**src/rtl/decode_stage.sv**
```systemverilog
// MIPS R2000 ID stage: field decode, 32x32 register file, branch/jump/illegal resolution, ID/EX register.
// Latency: 1 cycle from inst_in/pc_in sampled to ex_*/br/sign/except; fixed is a constant.
// Backpressure: none; one instruction accepted every cycle, wrong-path slots squashed after a redirect.
module decode_stage #(
  parameter logic [31:0] EXCEPT_VECTOR = 32'h8000_0080,
  parameter int          SQUASH_CYCLES = 2
) (
  input  logic        clk,
  input  logic        rst,
  input  logic [31:0] pc_in,
  input  logic [31:0] inst_in,
  input  logic        wb_en,
  input  logic [4:0]  wb_addr,
  input  logic [31:0] wb_data,
  output logic        br,
  output logic [31:0] sign,
  output logic        except,
  output logic [31:0] fixed,
  output logic        ex_valid,
  output logic [31:0] ex_pc,
  output logic [5:0]  ex_opcode,
  output logic [5:0]  ex_funct,
  output logic [4:0]  ex_shamt,
  output logic [31:0] ex_rs_data,
  output logic [31:0] ex_rt_data,
  output logic [31:0] ex_imm,
  output logic [4:0]  ex_rd_addr,
  output logic        ex_reg_write
);

  typedef enum logic {S_RUN, S_SQUASH} state_t;

  // Instruction fields
  logic [5:0]  w_op;
  logic [4:0]  w_rs;
  logic [4:0]  w_rt;
  logic [4:0]  w_rd;
  logic [4:0]  w_shamt;
  logic [5:0]  w_funct;
  logic [15:0] w_imm16;

  assign w_op    = inst_in[31:26];
  assign w_rs    = inst_in[25:21];
  assign w_rt    = inst_in[20:16];
  assign w_rd    = inst_in[15:11];
  assign w_shamt = inst_in[10:6];
  assign w_funct = inst_in[5:0];
  assign w_imm16 = inst_in[15:0];

  // Register file and operand reads
  logic [31:0] r_rf [32];
  logic [31:0] w_rs_val;
  logic [31:0] w_rt_val;

  // A same-cycle write-back is forwarded so the decode sees the value being written.
  assign w_rs_val = (w_rs == 5'd0) ? 32'd0 :
                    (wb_en && (wb_addr == w_rs)) ? wb_data : r_rf[w_rs];
  assign w_rt_val = (w_rt == 5'd0) ? 32'd0 :
                    (wb_en && (wb_addr == w_rt)) ? wb_data : r_rf[w_rt];

  // Target arithmetic (wraps modulo 2^32)
  logic [31:0] w_pc4;
  logic [31:0] w_sext;
  logic [31:0] w_br_target;
  logic [31:0] w_j_target;

  assign w_pc4       = pc_in + 32'd4;
  assign w_sext      = {{16{w_imm16[15]}}, w_imm16};
  assign w_br_target = w_pc4 + {w_sext[29:0], 2'b00};
  assign w_j_target  = {w_pc4[31:28], inst_in[25:0], 2'b00};

  // Decode results
  logic        w_legal;
  logic        w_regwr;
  logic [4:0]  w_dst;
  logic        w_taken;
  logic [31:0] w_target;
  logic        w_zext;
  logic        w_is_jal;
  logic [31:0] w_imm_ext;

  // Classify the instruction: legality, destination, and whether it redirects fetch.
  always_comb begin
    w_legal  = 1'b0;
    w_regwr  = 1'b0;
    w_dst    = 5'd0;
    w_taken  = 1'b0;
    w_target = 32'd0;
    w_zext   = 1'b0;
    w_is_jal = 1'b0;
    case (w_op)
      6'h00: begin
        case (w_funct)
          6'h00, 6'h02, 6'h03,
          6'h20, 6'h21, 6'h22, 6'h23, 6'h24, 6'h25, 6'h26, 6'h27,
          6'h2A, 6'h2B: begin
            w_legal = 1'b1;
            w_regwr = 1'b1;
            w_dst   = w_rd;
          end
          6'h08: begin
            w_legal  = 1'b1;
            w_dst    = w_rd;
            w_taken  = 1'b1;
            w_target = w_rs_val;
          end
          default: ;
        endcase
      end
      6'h02: begin
        w_legal  = 1'b1;
        w_taken  = 1'b1;
        w_target = w_j_target;
      end
      6'h03: begin
        w_legal  = 1'b1;
        w_regwr  = 1'b1;
        w_dst    = 5'd31;
        w_taken  = 1'b1;
        w_target = w_j_target;
        w_is_jal = 1'b1;
      end
      6'h04: begin
        w_legal  = 1'b1;
        w_dst    = w_rt;
        w_taken  = (w_rs_val == w_rt_val);
        w_target = w_br_target;
      end
      6'h05: begin
        w_legal  = 1'b1;
        w_dst    = w_rt;
        w_taken  = (w_rs_val != w_rt_val);
        w_target = w_br_target;
      end
      6'h08, 6'h09, 6'h0A, 6'h0B, 6'h0F, 6'h23: begin
        w_legal = 1'b1;
        w_regwr = 1'b1;
        w_dst   = w_rt;
      end
      6'h0C, 6'h0D, 6'h0E: begin
        w_legal = 1'b1;
        w_regwr = 1'b1;
        w_dst   = w_rt;
        w_zext  = 1'b1;
      end
      6'h2B: begin
        w_legal = 1'b1;
        w_dst   = w_rt;
      end
      default: ;
    endcase
  end

  assign w_imm_ext = w_is_jal ? (pc_in + 32'd8) :
                     w_zext   ? {16'd0, w_imm16} : w_sext;

  // Register file: r0 is never written, whole array cleared on reset.
  always_ff @(posedge clk or posedge rst) begin
    if (rst) begin
      for (int i = 0; i < 32; i++) r_rf[i] <= 32'd0;
    end else if (wb_en && (wb_addr != 5'd0)) begin
      r_rf[wb_addr] <= wb_data;
    end
  end

  // Pipeline control state and registered ID/EX outputs.
  state_t      r_state;
  logic [1:0]  r_sq_cnt;
  logic        r_br;
  logic [31:0] r_sign;
  logic        r_except;
  logic        r_valid;
  logic [31:0] r_pc;
  logic [5:0]  r_opcode;
  logic [5:0]  r_funct;
  logic [4:0]  r_shamt;
  logic [31:0] r_rs_data;
  logic [31:0] r_rt_data;
  logic [31:0] r_imm;
  logic [4:0]  r_rd_addr;
  logic        r_reg_write;

  // RUN resolves redirects/exceptions; SQUASH discards the wrong-path slots that follow.
  always_ff @(posedge clk or posedge rst) begin
    if (rst) begin
      r_state     <= S_RUN;
      r_sq_cnt    <= 2'd0;
      r_br        <= 1'b0;
      r_sign      <= 32'd0;
      r_except    <= 1'b0;
      r_valid     <= 1'b0;
      r_pc        <= 32'd0;
      r_opcode    <= 6'd0;
      r_funct     <= 6'd0;
      r_shamt     <= 5'd0;
      r_rs_data   <= 32'd0;
      r_rt_data   <= 32'd0;
      r_imm       <= 32'd0;
      r_rd_addr   <= 5'd0;
      r_reg_write <= 1'b0;
    end else begin
      r_br      <= 1'b0;
      r_except  <= 1'b0;
      r_pc      <= pc_in;
      r_opcode  <= w_op;
      r_funct   <= w_funct;
      r_shamt   <= w_shamt;
      r_rs_data <= w_rs_val;
      r_rt_data <= w_rt_val;
      r_imm     <= w_imm_ext;
      r_rd_addr <= w_dst;
      case (r_state)
        S_RUN: begin
          if (!w_legal) begin
            r_except    <= 1'b1;
            r_valid     <= 1'b0;
            r_reg_write <= 1'b0;
            r_sq_cnt    <= 2'(SQUASH_CYCLES);
            r_state     <= S_SQUASH;
          end else begin
            r_valid     <= 1'b1;
            r_reg_write <= w_regwr;
            if (w_taken) begin
              r_br     <= 1'b1;
              r_sign   <= w_target;
              r_sq_cnt <= 2'(SQUASH_CYCLES);
              r_state  <= S_SQUASH;
            end
          end
        end
        S_SQUASH: begin
          r_valid     <= 1'b0;
          r_reg_write <= 1'b0;
          r_sq_cnt    <= r_sq_cnt - 2'd1;
          if (r_sq_cnt == 2'd1) r_state <= S_RUN;
        end
        default: r_state <= S_RUN;
      endcase
    end
  end

  assign br           = r_br;
  assign sign         = r_sign;
  assign except       = r_except;
  assign fixed        = EXCEPT_VECTOR;
  assign ex_valid     = r_valid;
  assign ex_pc        = r_pc;
  assign ex_opcode    = r_opcode;
  assign ex_funct     = r_funct;
  assign ex_shamt     = r_shamt;
  assign ex_rs_data   = r_rs_data;
  assign ex_rt_data   = r_rt_data;
  assign ex_imm       = r_imm;
  assign ex_rd_addr   = r_rd_addr;
  assign ex_reg_write = r_reg_write;

endmodule

```
**config.mk**
```make
export PLATFORM = sky130hd
export DESIGN_NAME = decode_stage
export DESIGN_NICKNAME = d
export VERILOG_FILES = /design/src/rtl/decode_stage.sv
export SDC_FILE = /design/constraint.sdc
export NUM_CORES = 2
export LEC_CHECK = 0
export CORE_ASPECT_RATIO = 1.25
export CORE_UTILIZATION = 55
export CTS_CLUSTER_DIAMETER = 150
export DETAILED_ROUTE_END_ITERATION = 10
export PLACE_DENSITY = 0.77
export SYNTH_ARGS = -nofsm -noshare
export SYNTH_HDL_FRONTEND = slang
export SYNTH_SLANG_ARGS = --single-unit
```
**constraint.sdc**
```tcl
create_clock -name clk -period 44.3 [get_ports clk]
set_input_delay 8.86 -clock clk [delete_from_list [all_inputs] [get_ports clk]]
set_output_delay 8.86 -clock clk [all_outputs]
set_load 0.005 [all_outputs]
```
Word level (Yosys, flattened, before mapping) --
Index checks and enable logic that the tools add are counted.
Storage, ports and cells: logic and storage cells 152, bits in registers 1213, input bits 104, output and inout port bits 218
Operators by class: multiplexer cells 42, add/subtract/negate cells 4, magnitude comparators 4, bitwise operators 4, reduce and logical (&&, ||, !) cells 18, eq/ne operators 33
Operator list (number):
- bitwise mux 1024 bit | 1
- two-way mux 32 bit | 12
- binary-select mux 32 bit (select 5 bit) | 2
- demux 32 bit (select 5 bit) | 1
- case mux 32 bit (3 select lines) | 1
- equality test 6 bit (second input constant) | 12
- equality test 6 x 4 -> 1 bit (second input constant) | 9
- adder 32 x 3 -> 32 bit (second input constant) | 1
- adder 32 bit | 1
- adder 32 x 4 -> 32 bit (second input constant) | 1
- equality test 32 bit | 1
- inequality test 32 bit | 1
- OR reduction 14 bit | 2
- equality test 6 x 2 -> 1 bit (second input constant) | 4
- greater-or-equal comparator 6 bit (second input constant) | 3
- inverter 5 -> 6 bit | 3
- case mux 5 bit (3 select lines) | 1
- two-way mux 1 bit | 14
- OR reduction 13 bit | 1
- equality test 6 x 3 -> 1 bit (second input constant) | 2
- zero test 6 bit | 2
- OR reduction 12 bit | 1
- equality test 5 bit | 2
- zero test 5 bit | 2
- 16 further kinds | 25

Logic depth before layout (Yosys ltp) --
depth after elaboration 11, gate-level depth with buffers 21, mapped depth without buffers 20

Worst setup path before layout --
OpenSTA, ideal clock, no wires.
path type input to register, start in pc_in[5], end reg r_sign[31] (netlist: sign[31]), path slack 31623 ps, data arrival time 12552 ps, library setup time 125 ps, data required time 44175 ps, path buffers 1, stages on the path 17, cell sequence clkbuf_1 and4_1 nand2_1 xnor2_1 ha_1 a21o_1 a21o_1 a21oi_1 a21boi_0 o21ai_0 o311a_1 o41ai_1 o31ai_1 nand3_1 nand2_1 a311o_1 mux2_4
On the way: longest elaborated chain between the ends 3
Ends and longest elaborated chain:
- start: declaration | RTL line 10 | input logic [31:0] pc_in,
- adder 32 x 3 -> 32 bit (*) | RTL line 67 | assign w_pc4 = pc_in + 32'd4;
- adder 32 bit | RTL line 69 | assign w_br_target = w_pc4 + {w_sext[29:0], 2'b00};
- case mux 32 bit (3 select lines) (*) | RTL line 91 | case (w_op)
- end signal: assignment | RTL line 225 | r_sign <= w_target;
- end: declaration | RTL line 170 | logic [31:0] r_sign;
Every way passes the cells marked *; elsewhere a longest branch is shown, timed or not. A chain may end at the register's enable or synchronous reset.

Worst setup path after layout --
start in inst_in[21], end reg r_sign[29] (netlist: sign[29])
On the way: longest elaborated chain between the ends 9, elaborated cells between the ends (all ways) 15, classes of those cells 3 x eq/ne; 8 x mux; 1 x bitwise; 3 x reduce/logical
Ends and longest elaborated chain:
- start: declaration | RTL line 11 | input logic [31:0] inst_in,
- inverter 5 -> 6 bit (implied by the code) | RTL line 57 | (wb_en && (wb_addr == w_rs)) ? wb_data : r_rf[w_rs];
- binary-select mux 32 bit (select 5 bit) | RTL line 57
- two-way mux 32 bit (implied by the code) (2 in a row) | RTL line 57
- two-way mux 32 bit | RTL line 57
- two-way mux 32 bit (*) | RTL line 56 | assign w_rs_val = (w_rs == 5'd0) ? 32'd0 :
- via w_rs_val[8] | RTL line 52 | logic [31:0] w_rs_val;
- inequality test 32 bit or equality test 32 bit (tied branches) | RTL line 132, 126
- case mux 1 bit (4 select lines) (*) | RTL line 91
- AND reduction 3 bit (no source line) (*)
Mark *: on every way through the listed nets, which the timed path passes. The rest lies on a longest branch. The select of a mux whose other input is x is not followed.

==> metrics.txt <==
multiplexer share of the synthesized area=a little under two fifths; VDD IR-drop max=around 34 uV; Seq cells post-synth=1213; RSZ-0062 raised after global routing=no; status=finished, final reports clean; Max Cap Viol=0; fraction of the mapped netlist area in simple logic gates=3.71%; clock latency on the worst-skew pair=0.74 ns; Setup crit start kind=input port; worst min-delay path category=reg -> reg; most frequent cell after synthesis=dfrtp_1; mean routed wirelength per cell=34.0 microns; post-synthesis xor/xnor area fraction=1.62%; post-CTS setup buffers=0; Die Ht=between 300 and 400 microns; CTS tree=done; Initial Utilization=55.7%; ratio of cells with drive above 1 in the final layout=40.5%; CTS max path bufs=3; Hold Buf Count CTS=0; Final Setup Violations=0; Ys Warns=0; Avg Cell Area, Syn=around 14 sq um; DR iter-0 viols=around 6000; top cell type's share of synthesized area=47.2%; Synth area leader=dfrtp_1; Fmax=between 0.06 and 0.07 GHz; first-pass GRT wire length=309 mm; GRT overflow=0; Placed Cells=6048; Final Cycle Share=34.4%; placer congestion estimate=0.975; largest family of logic cells by synthesized area=multiplexers; final hold vios=0; First-pass DRT Iterations=9; Final ANT Viol Nets=0; Req. time, crit path=44.91 ns; slew margin rel.=14.2%; Post-Synth Adder-Cell Area=less than 1%; clock-pin slew on the worst setup and hold paths=0.06 ns; critical path data arrival time=~16 ns; post-synthesis compound-gate area fraction=5.46%; fraction of registers with async set or reset after synthesis=100%; Area contributors post-synth=dfrtp_1, mux2_2, mux4_2; Setup CP Type=in -> reg; Layout Nets=4758; Rows=roughly 140; I/O Buffers=289; post-DP HPWL=approximately 130 mm; Power Density=45.1 nW/um^2; minimum clock period after layout=15.25 ns; Synth top cells by count=dfrtp_1, mux2_2, mux4_2; EDFF count, synth=0; vias after detailed routing=44449; Cell Area, Synth=64300 sq um; total CTS buffers=113; gr usage total=36.1%; DRC=0; Worst Clk Skew=0.0281 ns; sequential-to-total area share from yosys stat=a little under half; leakage power=0.0311 uW; initial antenna violation count=9; TNS Setup=0 ns; Post-Syn Instances=4529; Worst Path Max Fanout=70; Core Region=115000 sq um; fin. max-slew vios=0; fin cells=6260; # IOs=roughly 320; drt total wl=213 mm; slew of the pin with the lowest slew margin=1.28 ns; synthesis-to-finish area growth=12.4%; Root Driver=clkbuf_16; largest net degree at the start of global routing=approximately 180; Resized cells post-CTS=0; vias per cell=7.10; die area=118000 sq um; H-tree Lvls=3; Die Width=308 microns; vias in the first global route=44730; count of different cell masters after synthesis=82; main flop type after synthesis=dfrtp_1; CP endpoint kind=flop; Sink Count=roughly 1200
==> state kept, by name (all words and copies together) (netlist names), 2 cells and up <==
register / flops
ex_imm: 32
ex_opcode: 6
r_sq_cnt: 2
sign: 32
ex_rt_data: 32
ex_shamt: 5
ex_rs_data: 32
r_rf: 1024
ex_pc: 32
ex_rd_addr: 5
ex_funct: 6
==> per-stage QoR <==
| step | util, % | power, uW | setup WS, ns | hold slack [ns] | instance area (sq um) |
|---|---|---|---|---|---|
| after global placement | 59.0 | 2150 | 28.53 | 0.376 | 68200 |
| after detailed placement | 59.0 | 2180 | 28.46 | 0.384 | 68200 |
| after floorplan | - | 1930 | 1.26 | 0.438 | 64400 |
| after global routing | 62.6 | 3360 | 28.77 | 0.408 | 72300 |
| final | 62.6 | 3260 | 29.05 | 0.395 | 72300 |
| after CTS | 62.6 | 3250 | 29.20 | 0.398 | 72300 |
==> kinds of logic (layout without fill, tap and decap cells) <==
group                      Yosys count  after routing
AOI/OAI and AO/OA                  498            498
xor gates and xnor gates           119            119
adders and majority gates           42             42
buffers and inverters              521            667
DFF                               1213           1213
muxes                             1643           1643
other                                2             36
and+or+nand+nor                    491            491
==> placed cells by master, fill, tap and decap left out, types with 16 or more instances in the layout <==
| cell type | count |
|---|---|
| a211oi_1 | 27 |
| a21oi_1 | 73 |
| a221o_1 | 20 |
| a221oi_1 | 18 |
| a222oi_1 | 17 |
| a22o_1 | 25 |
| a22oi_1 | 68 |
| buf_4 | 131 |
| bufinv_16 | 18 |
| clkbuf_1 | 16 |
| clkbuf_16 | 119 |
| clkbuf_8 | 24 |
| clkdlybuf4s50_1 | 280 |
| clkinv_2 | 20 |
| conb_1 | 32 |
| dfrtp_1 | 1213 |
| ha_1 | 41 |
| inv_1 | 36 |
| mux2_2 | 1013 |
| mux2i_1 | 126 |
| mux4_2 | 496 |
| nand2_1 | 124 |
| nand3_1 | 39 |
| nand4_1 | 17 |
| nor2_1 | 114 |
| nor2_4 | 16 |
| nor2b_1 | 34 |
| nor3_1 | 27 |
| o21ai_0 | 96 |
| o22ai_1 | 31 |
| xnor2_1 | 69 |
| xor2_1 | 50 |
==> where the power goes <==
group	switching [uW]	leakage [uW]	internal (uW)
combinational	316	0.0136	405
sequential	155	0.0154	1310
clock	444	0.00202	633
total	916	0.0311	2350
==> final timing paths <==
| check | from | endpoint | slack, ns | cells after the start |
|---|---|---|---|---|
| min reg2reg | r_rf[1005] | r_rf[1005] | 0.40 | 0 |
| max in group asynchronous | rst | r_rf[302] | 32.33 | 5 |
| min | r_rf[1005] | r_rf[1005] | 0.40 | 0 |
| max | inst_in[21] | sign[29] | 29.05 | 17 |
| min in group asynchronous | rst | ex_rs_data[25] | 8.70 | 2 |
| max reg2reg | r_rf[924] | sign[29] | 38.91 | 14 |
==> area by class of cell <==
| class | instances | area, sq um |
|---|---|---|
| fillers | 8487 | 43200 |
| multi-input cells | 2825 | 31800 |
| flip-flops and latches | 1213 | 30400 |
| repair buffers | 422 | 3950 |
| clock buffers | 159 | 3370 |
| well taps | 1551 | 1940 |
| clock inverters | 49 | 732 |
| inverters | 37 | 146 |
| diodes | 4 | 10.0 |
==> critical path: stages <==
cell      delay, ns
buf_8          0.55
buf_4          0.87
buf_4          0.69
mux4_2         0.59
mux2i_1        0.18
nor2_1         0.07
nor4_1         0.43
a21oi_1        0.22
xnor2_1        0.39
nand3_1        0.20
nor4bb_1       0.46
nand4_1        0.34
mux2_2         0.37
nand2_1        0.36
o21a_2         0.25
buf_4          0.46
mux2_2         0.39
==> metal layers <==
metal	global-route usage, %	wire [microns]	vias up
li1	-	-	17363
met1	45.9	75000	23263
met2	55.4	97900	3045
met3	9.90	25200	760
met4	21.8	14400	18
met5	0	275	-
Power figures use the tool's default switching activity.
